===== src/rtl/axi4_lite_pkg.sv =====
// axi4_lite_pkg: AXI4-Lite response codes and register-index decode helpers
// shared by the register slave and its test bench.
package axi4_lite_pkg;

  localparam logic [1:0] RESP_OKAY   = 2'b00;
  localparam logic [1:0] RESP_SLVERR = 2'b10;

  // Width of the word index carried in ADDR[9:2].
  localparam int REG_IDX_W = 8;

  // True when a word address (ADDR[31:2]) selects an implemented register.
  function automatic logic word_in_range(input logic [29:0] word, input int num_regs);
    return (word[29:REG_IDX_W] == '0) && (int'(word[REG_IDX_W-1:0]) < num_regs);
  endfunction

endpackage


===== src/rtl/axi4_lite_if.sv =====
// axi4_lite_if: AXI4-Lite channel bundle (AW, W, B, AR, R) without PROT,
// with master and slave views.
interface axi4_lite_if #(
  parameter int ADDR_WIDTH = 32,
  parameter int DATA_WIDTH = 32
);

  logic [ADDR_WIDTH-1:0]   awaddr;
  logic                    awvalid;
  logic                    awready;
  logic [DATA_WIDTH-1:0]   wdata;
  logic [DATA_WIDTH/8-1:0] wstrb;
  logic                    wvalid;
  logic                    wready;
  logic [1:0]              bresp;
  logic                    bvalid;
  logic                    bready;
  logic [ADDR_WIDTH-1:0]   araddr;
  logic                    arvalid;
  logic                    arready;
  logic [DATA_WIDTH-1:0]   rdata;
  logic [1:0]              rresp;
  logic                    rvalid;
  logic                    rready;

  modport master (
    output awaddr, awvalid, input awready,
    output wdata, wstrb, wvalid, input wready,
    input bresp, bvalid, output bready,
    output araddr, arvalid, input arready,
    input rdata, rresp, rvalid, output rready
  );

  modport slave (
    input awaddr, awvalid, output awready,
    input wdata, wstrb, wvalid, output wready,
    output bresp, bvalid, input bready,
    input araddr, arvalid, output arready,
    output rdata, rresp, rvalid, input rready
  );

endinterface


===== src/rtl/axi4_lite_strb_merge.sv =====
// axi4_lite_strb_merge: splices the strobed byte lanes of new write data
// over the old register value. Purely combinational.
module axi4_lite_strb_merge (
  input  logic [31:0] old,
  input  logic [31:0] wdata,
  input  logic [3:0]  wstrb,
  output logic [31:0] merged
);

  logic [31:0] lane_mask;

  // Expand each strobe bit to a byte mask, then take new bytes where enabled.
  always_comb begin
    lane_mask = {{8{wstrb[3]}}, {8{wstrb[2]}}, {8{wstrb[1]}}, {8{wstrb[0]}}};
    merged    = (old & ~lane_mask) | (wdata & lane_mask);
  end

endmodule


===== src/rtl/axi4_lite_slave_regs.sv =====
// axi4_lite_slave_regs: AXI4-Lite bank of NUM_REGS 32-bit read/write
// registers. One write is outstanding at a time; reads run alongside.
// Define AXI4L_REGS_ADDR_ERR_EN to answer out-of-range accesses with SLVERR
// instead of OKAY.
module axi4_lite_slave_regs
  import axi4_lite_pkg::*;
#(
  parameter int          NUM_REGS    = 8,
  parameter logic [31:0] RESET_VALUE = 32'h0000_0000
) (
  input  logic                      clk,
  input  logic                      rst_n,
  axi4_lite_if.slave                s_axi,
  output logic [NUM_REGS-1:0][31:0] regs_o,
  output logic [NUM_REGS-1:0]       wr_pulse_o
);

`ifdef AXI4L_REGS_ADDR_ERR_EN
  localparam logic [1:0] OOR_RESP = RESP_SLVERR;
`else
  localparam logic [1:0] OOR_RESP = RESP_OKAY;
`endif

  logic                      aw_held;
  logic                      w_held;
  logic [29:0]               aw_word;
  logic [31:0]               w_data;
  logic [3:0]                w_strb;
  logic                      bvalid;
  logic [1:0]                bresp;
  logic                      rvalid;
  logic [31:0]               rdata;
  logic [1:0]                rresp;
  logic [NUM_REGS-1:0][31:0] regs;
  logic                      aw_ready;
  logic                      w_ready;
  logic                      ar_ready;
  logic                      commit;
  logic                      aw_in_range;
  logic                      ar_in_range;
  logic [REG_IDX_W-1:0]      aw_idx;
  logic [REG_IDX_W-1:0]      ar_idx;
  logic [31:0]               wr_old;
  logic [31:0]               wr_merged;
  logic [31:0]               rd_sel;
  logic                      unused_addr_lsb;

  // Byte offsets inside a word carry no meaning for this register bank.
  assign unused_addr_lsb = ^{s_axi.awaddr[1:0], s_axi.araddr[1:0]};

  assign aw_ready = !aw_held && !bvalid;
  assign w_ready  = !w_held && !bvalid;
  assign ar_ready = !rvalid;
  assign commit   = aw_held && w_held;

  assign aw_idx      = aw_word[REG_IDX_W-1:0];
  assign aw_in_range = word_in_range(aw_word, NUM_REGS);
  assign ar_idx      = s_axi.araddr[REG_IDX_W+1:2];
  assign ar_in_range = word_in_range(s_axi.araddr[31:2], NUM_REGS);

  assign s_axi.awready = aw_ready;
  assign s_axi.wready  = w_ready;
  assign s_axi.arready = ar_ready;
  assign s_axi.bvalid  = bvalid;
  assign s_axi.bresp   = bresp;
  assign s_axi.rvalid  = rvalid;
  assign s_axi.rdata   = rdata;
  assign s_axi.rresp   = rresp;
  assign regs_o        = regs;

  // Select the register under the held write address and the live read address.
  always_comb begin
    wr_old = '0;
    rd_sel = '0;
    for (int i = 0; i < NUM_REGS; i++) begin
      if (aw_idx == REG_IDX_W'(i)) wr_old = regs[i];
      if (ar_idx == REG_IDX_W'(i)) rd_sel = regs[i];
    end
  end

  axi4_lite_strb_merge u_merge (
    .old    (wr_old),
    .wdata  (w_data),
    .wstrb  (w_strb),
    .merged (wr_merged)
  );

  // Write address/data capture, commit and write-response handshake.
  always_ff @(posedge clk or negedge rst_n) begin
    if (!rst_n) begin
      aw_held <= 1'b0;
      w_held  <= 1'b0;
      aw_word <= '0;
      w_data  <= '0;
      w_strb  <= '0;
      bvalid  <= 1'b0;
      bresp   <= RESP_OKAY;
    end else begin
      if (s_axi.awvalid && aw_ready) begin
        aw_held <= 1'b1;
        aw_word <= s_axi.awaddr[31:2];
      end
      if (s_axi.wvalid && w_ready) begin
        w_held <= 1'b1;
        w_data <= s_axi.wdata;
        w_strb <= s_axi.wstrb;
      end
      if (commit) begin
        aw_held <= 1'b0;
        w_held  <= 1'b0;
        bvalid  <= 1'b1;
        bresp   <= aw_in_range ? RESP_OKAY : OOR_RESP;
      end else if (bvalid && s_axi.bready) begin
        bvalid <= 1'b0;
      end
    end
  end

  // Register storage and the per-register update strobe; empty strobes change nothing.
  always_ff @(posedge clk or negedge rst_n) begin
    if (!rst_n) begin
      regs       <= {NUM_REGS{RESET_VALUE}};
      wr_pulse_o <= '0;
    end else begin
      wr_pulse_o <= '0;
      if (commit && aw_in_range && (w_strb != 4'b0000)) begin
        for (int i = 0; i < NUM_REGS; i++) begin
          if (aw_idx == REG_IDX_W'(i)) begin
            regs[i]       <= wr_merged;
            wr_pulse_o[i] <= 1'b1;
          end
        end
      end
    end
  end

  // Read channel: one-cycle latency, result held until the master accepts it.
  always_ff @(posedge clk or negedge rst_n) begin
    if (!rst_n) begin
      rvalid <= 1'b0;
      rdata  <= '0;
      rresp  <= RESP_OKAY;
    end else if (s_axi.arvalid && ar_ready) begin
      rvalid <= 1'b1;
      rdata  <= ar_in_range ? rd_sel : 32'h0;
      rresp  <= ar_in_range ? RESP_OKAY : OOR_RESP;
    end else if (rvalid && s_axi.rready) begin
      rvalid <= 1'b0;
    end
  end

endmodule


===== src/flat_wrapper.sv =====
// flat-port wrapper written by rule: the top's interface ports become plain ports
module axi4_lite_slave_regs_flat import axi4_lite_pkg::*;
#(
  parameter int          NUM_REGS    = 8,
  parameter logic [31:0] RESET_VALUE = 32'h0000_0000
)
  (clk, rst_n, regs_o, wr_pulse_o, s_axi_awaddr, s_axi_awvalid, s_axi_awready, s_axi_wdata, s_axi_wstrb, s_axi_wvalid, s_axi_wready, s_axi_bresp, s_axi_bvalid, s_axi_bready, s_axi_araddr, s_axi_arvalid, s_axi_arready, s_axi_rdata, s_axi_rresp, s_axi_rvalid, s_axi_rready);
  axi4_lite_if #(.ADDR_WIDTH(32), .DATA_WIDTH(32)) s_axi_i ();
  input  logic clk;
  input  logic rst_n;
  output logic [NUM_REGS-1:0][31:0] regs_o;
  output logic [NUM_REGS-1:0] wr_pulse_o;
  input wire logic [$bits(s_axi_i.awaddr)-1:0] s_axi_awaddr;
  input wire logic [$bits(s_axi_i.awvalid)-1:0] s_axi_awvalid;
  output wire logic [$bits(s_axi_i.awready)-1:0] s_axi_awready;
  input wire logic [$bits(s_axi_i.wdata)-1:0] s_axi_wdata;
  input wire logic [$bits(s_axi_i.wstrb)-1:0] s_axi_wstrb;
  input wire logic [$bits(s_axi_i.wvalid)-1:0] s_axi_wvalid;
  output wire logic [$bits(s_axi_i.wready)-1:0] s_axi_wready;
  output wire logic [$bits(s_axi_i.bresp)-1:0] s_axi_bresp;
  output wire logic [$bits(s_axi_i.bvalid)-1:0] s_axi_bvalid;
  input wire logic [$bits(s_axi_i.bready)-1:0] s_axi_bready;
  input wire logic [$bits(s_axi_i.araddr)-1:0] s_axi_araddr;
  input wire logic [$bits(s_axi_i.arvalid)-1:0] s_axi_arvalid;
  output wire logic [$bits(s_axi_i.arready)-1:0] s_axi_arready;
  output wire logic [$bits(s_axi_i.rdata)-1:0] s_axi_rdata;
  output wire logic [$bits(s_axi_i.rresp)-1:0] s_axi_rresp;
  output wire logic [$bits(s_axi_i.rvalid)-1:0] s_axi_rvalid;
  input wire logic [$bits(s_axi_i.rready)-1:0] s_axi_rready;
  assign s_axi_i.awaddr = s_axi_awaddr;
  assign s_axi_i.awvalid = s_axi_awvalid;
  assign s_axi_awready = s_axi_i.awready;
  assign s_axi_i.wdata = s_axi_wdata;
  assign s_axi_i.wstrb = s_axi_wstrb;
  assign s_axi_i.wvalid = s_axi_wvalid;
  assign s_axi_wready = s_axi_i.wready;
  assign s_axi_bresp = s_axi_i.bresp;
  assign s_axi_bvalid = s_axi_i.bvalid;
  assign s_axi_i.bready = s_axi_bready;
  assign s_axi_i.araddr = s_axi_araddr;
  assign s_axi_i.arvalid = s_axi_arvalid;
  assign s_axi_arready = s_axi_i.arready;
  assign s_axi_rdata = s_axi_i.rdata;
  assign s_axi_rresp = s_axi_i.rresp;
  assign s_axi_rvalid = s_axi_i.rvalid;
  assign s_axi_i.rready = s_axi_rready;
  axi4_lite_slave_regs #(.NUM_REGS(NUM_REGS), .RESET_VALUE(RESET_VALUE)) u_core (.clk(clk), .rst_n(rst_n), .s_axi(s_axi_i), .regs_o(regs_o), .wr_pulse_o(wr_pulse_o));
endmodule

===== config.mk =====
export PLATFORM = sky130hd
export DESIGN_NAME = axi4_lite_slave_regs_flat
export DESIGN_NICKNAME = d
export VERILOG_FILES = /design/src/rtl/axi4_lite_pkg.sv /design/src/rtl/axi4_lite_if.sv /design/src/rtl/axi4_lite_strb_merge.sv /design/src/rtl/axi4_lite_slave_regs.sv /design/src/flat_wrapper.sv
export SDC_FILE = /design/constraint.sdc
export NUM_CORES = 1
export LEC_CHECK = 0
export BUFFER_PORTS_ARGS = -buffer_cell sky130_fd_sc_hd__buf_2
export CORE_ASPECT_RATIO = 1.25
export CORE_MARGIN = 1
export CORE_UTILIZATION = 25
export DETAILED_ROUTE_END_ITERATION = 16
export PLACE_DENSITY_LB_ADDON = 0.2
export REMOVE_ABC_BUFFERS = 1
export SYNTH_ARGS = -nofsm -noshare
export SYNTH_HDL_FRONTEND = slang
export SYNTH_SLANG_ARGS = --single-unit
export TNS_END_PERCENT = 1

===== constraint.sdc =====
create_clock -name clk -period 5.9 [get_ports clk]
set_input_delay 0.59 -clock clk [delete_from_list [all_inputs] [get_ports clk]]
set_output_delay 0.59 -clock clk [all_outputs]
set_load 0.01 [all_outputs]

* Yosys cells after proc, flatten, opt, wreduce, memory -nomap -nowiden
Cells that the tools add are included. W data, S select, Z words.
Storage, ports and cells: register bits 366, output and inout bits 305, input bits 107
Operators by class: order comparisons 2, reduce and logical (&&, ||, !) cells 33, bitwise operators 4, equality and inequality tests 14, mux-type cells 34
Operators with widths (number):
- $mux W32 | 17
- $and A32 B32 Y32 | 2
- $eq A8 B3 Y1 const B | 8
- $logic_not A22 Y1 | 2
- $eq A8 B2 Y1 const B | 4
- $not A32 Y32 | 1
- $or A32 B32 Y32 | 1
- $eq A8 B1 Y1 const B | 2
- $logic_not A8 Y1 | 2
- $lt A8 B4 Y1 const B | 2
- $mux W1 | 16
- $reduce_and A2 Y1 | 8
- $logic_and A1 B1 Y1 | 12
- $mux W8 | 1
- $reduce_bool A2 Y1 | 4
- $logic_not A1 Y1 | 4
- $reduce_bool A4 Y1 | 1

* Longest topological paths before layout
depth in word-level cells 11, mapped depth 9

* By module
From an unflattened synthesis, not the netlist that was laid out.
Second synthesis, totals: cell total of the unflattened synthesis 1390, area, all modules 18453.9 um2
By module, submodules not included:
- axi4_lite_slave_regs | cells each 1354, sequential area each 9158.8 um2, times used 1, area each 17928.4 um2
- axi4_lite_strb_merge | cells each 36, sequential area each 0.0 um2, times used 1, area each 525.5 um2

* Worst setup path after synthesis
Ideal clock, no wire load.
kind reg2reg, from register u_core.aw_word[17], to register u_core.regs (netlist bit u_core.regs_o[107]), buffers on the path 2, required time 5772 ps, data arrival time 2433 ps, cell stages (with the launch flop) 8, slack 3339 ps, path through dfrtp_1 -> or4_1 -> or3_1 -> buf_2 -> nor4_2 -> nand3_1 -> buf_2 -> mux2_1
On the way: word-level cells in the longest chain between the ends 5
RTL lines:
- start: declaration | RTL line axi4_lite_slave_regs.sv:26 | logic [29:0] aw_word;
- start signal: assignment | RTL line axi4_lite_slave_regs.sv:101 | aw_word <= s_axi.awaddr[31:2];
- $logic_not A22 Y1 | RTL line axi4_lite_pkg.sv:13 | return (word[29:REG_IDX_W] == '0) && (int'(word[REG_IDX_W-1:0]) < num_regs);
- $logic_and A1 B1 Y1 | RTL line axi4_lite_pkg.sv:13
- $logic_and A1 B1 Y1 (2 in a row) | RTL line axi4_lite_slave_regs.sv:126 | if (commit && aw_in_range && (w_strb != 4'b0000)) begin
- $reduce_and A2 Y1 (no source line)
- end signal: assignment | RTL line axi4_lite_slave_regs.sv:122 | regs <= {NUM_REGS{RESET_VALUE}};
- end signal: indexed assignment | RTL line axi4_lite_slave_regs.sv:129 | regs[i] <= wr_merged;
- end: declaration | RTL line axi4_lite_slave_regs.sv:34 | logic [NUM_REGS-1:0][31:0] regs;
Every way passes these cells. A chain may end at the register's enable or synchronous reset.

* Worst setup path after layout
from register u_core.w_strb[1], to register u_core.regs (netlist bit u_core.regs_o[108])
On the way: word-level cells in the longest chain between the ends 3
RTL lines:
- start: declaration | RTL line axi4_lite_slave_regs.sv:28 | logic [3:0] w_strb;
- start signal: assignment | RTL line axi4_lite_slave_regs.sv:106 | w_strb <= s_axi.wstrb;
- $reduce_bool A4 Y1 / $not A32 Y32 (equally long branches) | RTL line axi4_lite_slave_regs.sv:126, axi4_lite_strb_merge.sv:15
- $logic_and A1 B1 Y1 / $and A32 B32 Y32 (equally long branches) | RTL line axi4_lite_slave_regs.sv:126, axi4_lite_strb_merge.sv:15
- $reduce_and A2 Y1 (no source line) / $or A32 B32 Y32 (equally long branches)
Parallel ways exist; a longest one is shown, timed or not.

==> key figures <==
Global routing
  – Largest net degree at the start of global routing: 153
  – GRT overflow: 0
  – GRT Total Usage: ~21%
  – Vias in the first global route: 15,700
  – Initial antenna violation count: 5
  – First-pass GRT wire length: 113 mm

STA
  – Endpoints failing hold: 0
  – Crit path time final: around 3.9 ns
  – Unrepaired setup endpoints after global routing: no
  – Worst Max-Slew Pin Slew: 1.13 ns
  – Clock skew: 0.0278 ns
  – F_max: about 0.26 GHz
  – Slew headroom: 24.6%
  – Setup TNS: 0 ns
  – Pins over their slew limit: 0
  – # setup viols final: 0
  – Fin crit share: approximately 66%

Worst setup path
  – WP data arrival: 4.32 ns
  – Worst Setup SP: u_core.w_strb[1]$_DFFE_PN0P_
  – Worst Setup Path Type: reg2reg
  – CP max-delay cell: dfrtp_1
  – Worst R2R Setup Slack: 2.02 ns
  – CP max FO: 31
  – CP endpoint kind: flop
  – R2R Path Start: u_core.w_strb[1]$_DFFE_PN0P_
  – Worst EP required: about 6.3 ns
  – End of the worst register-to-register path: u_core.regs_o[108]$_DFFE_PN0P_
  – R2R depth: 5
  – CP Cell Sequence: nor4_1, or3_1, nor4_2, nand3_4, mux2_1
  – Max stage delay on crit path: about 0.84 ns
  – CP Launch Type: flop

Synth
  – Post-synth EDFFs: 0
  – Flops & latches, synth: between 300 and 400
  – Post-synth cell types: 50
  – Most used flip-flop cell after synthesis: dfrtp_1
  – Post-synth top area cell: dfrtp_1
  – Register area share after synthesis: roughly half
  – YS warnings: 0
  – Asr flop ratio synth: 100%
  – Post-Syn Instances: approximately 1,600
  – Most area-consuming cells after synthesis: dfrtp_1 (50%), mux2_2 (14%), mux4_2 (4.4%), a31oi_1 (3.5%), mux2_1 (3.3%)
  – Syn_area_per_cell: 11.5 sq um
  – Post-synth top area share: between 50% and 60%
  – Cell Area, Synth: between 0.015 and 0.02 sq mm

Die
  – Die area: 0.0742 sq mm
  – # rows: 110
  – Core ar.: 0.0721 sq mm
  – Initial Util: between 20% and 30%
  – Die width: 244 um
  – Chip height: 304 um
  – I/O pins: between 400 and 500

Clocking
  – Clk sinks: 366
  – H-Tree Depth: 2
  – Maximum clock path buffer count: 3
  – Worst-skew pair later-pin latency: 0.58 ns
  – CTS tree: yes
  – Resize count post-CTS: 0
  – CTS Hold Bufs: 0
  – Worst-path clk slew: 0.06 ns
  – Post-CTS setup buffer count: 0
  – Num CTS Buffers: 44
  – Clock root buffer: clkbuf_16

Power and ir drop
  – Internal power: 5.09 mW
  – Switching Share: 33.6%
  – LEAKAGE: 11.4 nW
  – Tot Pwr: about 7.7 mW
  – Comb pwr share: a little under a quarter
  – P_sw: 2.58 mW
  – Sequential share of power: 40.3%
  – VDD IR max: 0.337 mV
  – Cell area power density: 336 mW/mm^2
  – Clock power frac: roughly 37%

Placed design
  – Post-DP HPWL: about 50 mm
  – IO Port Bufs: 403
  – RePlAce Congestion: ~0.8

Drt
  – Post-Route WL: around 78 mm
  – DR vias/cell: 5.24
  – 1st-pass router iterations: 6
  – Post-DRT Antenna Nets: 0
  – DR DRC count: 0
  – Via count: between 15,000 and 20,000
  – Detailed Route Iter0 Violations: 1,140
  – Mean routed wirelength per cell: 26.5 um

Job
  – MaxCap Viol Count: 0

Outcome
  – Status: completed

Cells and area
  – Nets: 2,049
  – Fillers: around 7,400
  – Layout cells sized above 1: a little over two fifths
  – Layout area overhead: 24.9%

Hold path
  – Hold WC Path Type: in2async
[cell usage after synthesis (36+ instances only)]
cell type / number
o21ai_0: 37
buf_2: 41
dfrtp_1: 366
nor2_1: 155
nor2b_1: 38
mux4_2: 36
mux2_1: 53
nand2_1: 119
a31oi_1: 102
mux2_2: 228
clkbuf_1: 68
o221ai_1: 56
[power by group through the flow]
| stage | clock network, mW | registers [mW] | logic, mW |
|---|---|---|---|
| floorplan | 0 | 3.13 | 0.942 |
| global placement | 0 | 3.13 | 1.74 |
| detailed placement | 0 | 3.14 | 1.77 |
| CTS | 2.93 | 3.09 | 1.77 |
| global route | 2.99 | 3.14 | 1.90 |
| finish | 2.83 | 3.09 | 1.75 |
[critical path, delay by kind of cell, from the launching register on]
family,cells,cell delay [ns]
mux,1,0.60
simple gates,4,2.24
flops,1,0.84
[layout by cell type, fill, tap and decap left out, types with 13 or more instances in the layout]
master	instances
buf_2	399
dfrtp_1	363
mux2_2	228
nor2_1	154
nand2_1	116
a31oi_1	102
o221ai_1	56
mux2_1	53
clkbuf_16	46
nor2b_1	38
o21ai_0	37
mux4_2	36
buf_4	36
mux2i_1	30
a21oi_1	30
o31ai_1	28
o221a_2	26
a22oi_1	24
o22ai_1	13
[routing by layer]
metal	up-vias	part of all wire (%)	track usage, %
met4	2	2.6	6.10
met1	7935	42	26.1
met2	635	49	35.0
li1	6663	-	-
met5	-	0.017	0
met3	124	6.8	4.25
[area by class of cell]
cell class / count / area (sq um) / area share (%)
Antenna cell: 2 / 5.00 / 0.0219
Clock inverter: 11 / 123 / 0.537
Sequential cell: 366 / 9170 / 40.2
Timing Repair Buffer: 438 / 2320 / 10.2
Tap cell: 952 / 1190 / 5.22
Inverter: 12 / 45.0 / 0.197
Clock buffer: 69 / 1360 / 5.95
Multi-Input combinational cell: 1080 / 8610 / 37.7
[worst max-delay path by stage]
stage          slack [ns]  cells after the start                             end
2_1_floorplan        0.73                      5  u_core.regs_o[224]$_DFFE_PN0P_
3_3_place_gp         2.10                      6   u_core.regs_o[79]$_DFFE_PN0P_
3_5_place_dp         1.97                      6   u_core.regs_o[78]$_DFFE_PN0P_
4_1_cts              1.95                      6   u_core.regs_o[71]$_DFFE_PN0P_
5_1_grt              1.80                      5  u_core.regs_o[108]$_DFFE_PN0P_
6_report             2.02                      5  u_core.regs_o[108]$_DFFE_PN0P_
[flip-flops by register name (all words and copies together), names as in the netlist]
signal	flops
u_core.aw_held	1
u_core.aw_word	30
u_core.regs_o	256
u_core.s_axi.bvalid	1
u_core.s_axi.rdata	32
u_core.s_axi.rvalid	1
u_core.w_data	32
u_core.w_held	1
u_core.w_strb	4
u_core.wr_pulse_o	8
[logic make-up after synthesis]
kind of cell / after synthesis / share of synthesized area (%)
buf+inv: 140 / 3.24
simple gates: 386 / 9.78
mux: 347 / 23.4
compound gates: 343 / 13.5
other cells: 1 / 0.0205
flops: 366 / 50.1
[through the flow]
step	setup slack, ns	util (%)	std cells	area (sq um)	hold WS [ns]
2_1_floorplan	0.731	-	1458	17700	0.294
3_3_place_gp	2.10	29.6	2848	21300	0.459
3_5_place_dp	1.97	29.6	2848	21300	0.460
4_1_cts	1.95	31.6	2928	22800	0.0736
5_1_grt	1.80	31.6	2929	22800	0.0976
6_report	2.02	31.6	2930	22800	0.0614
(Power assumes the default switching activity.)
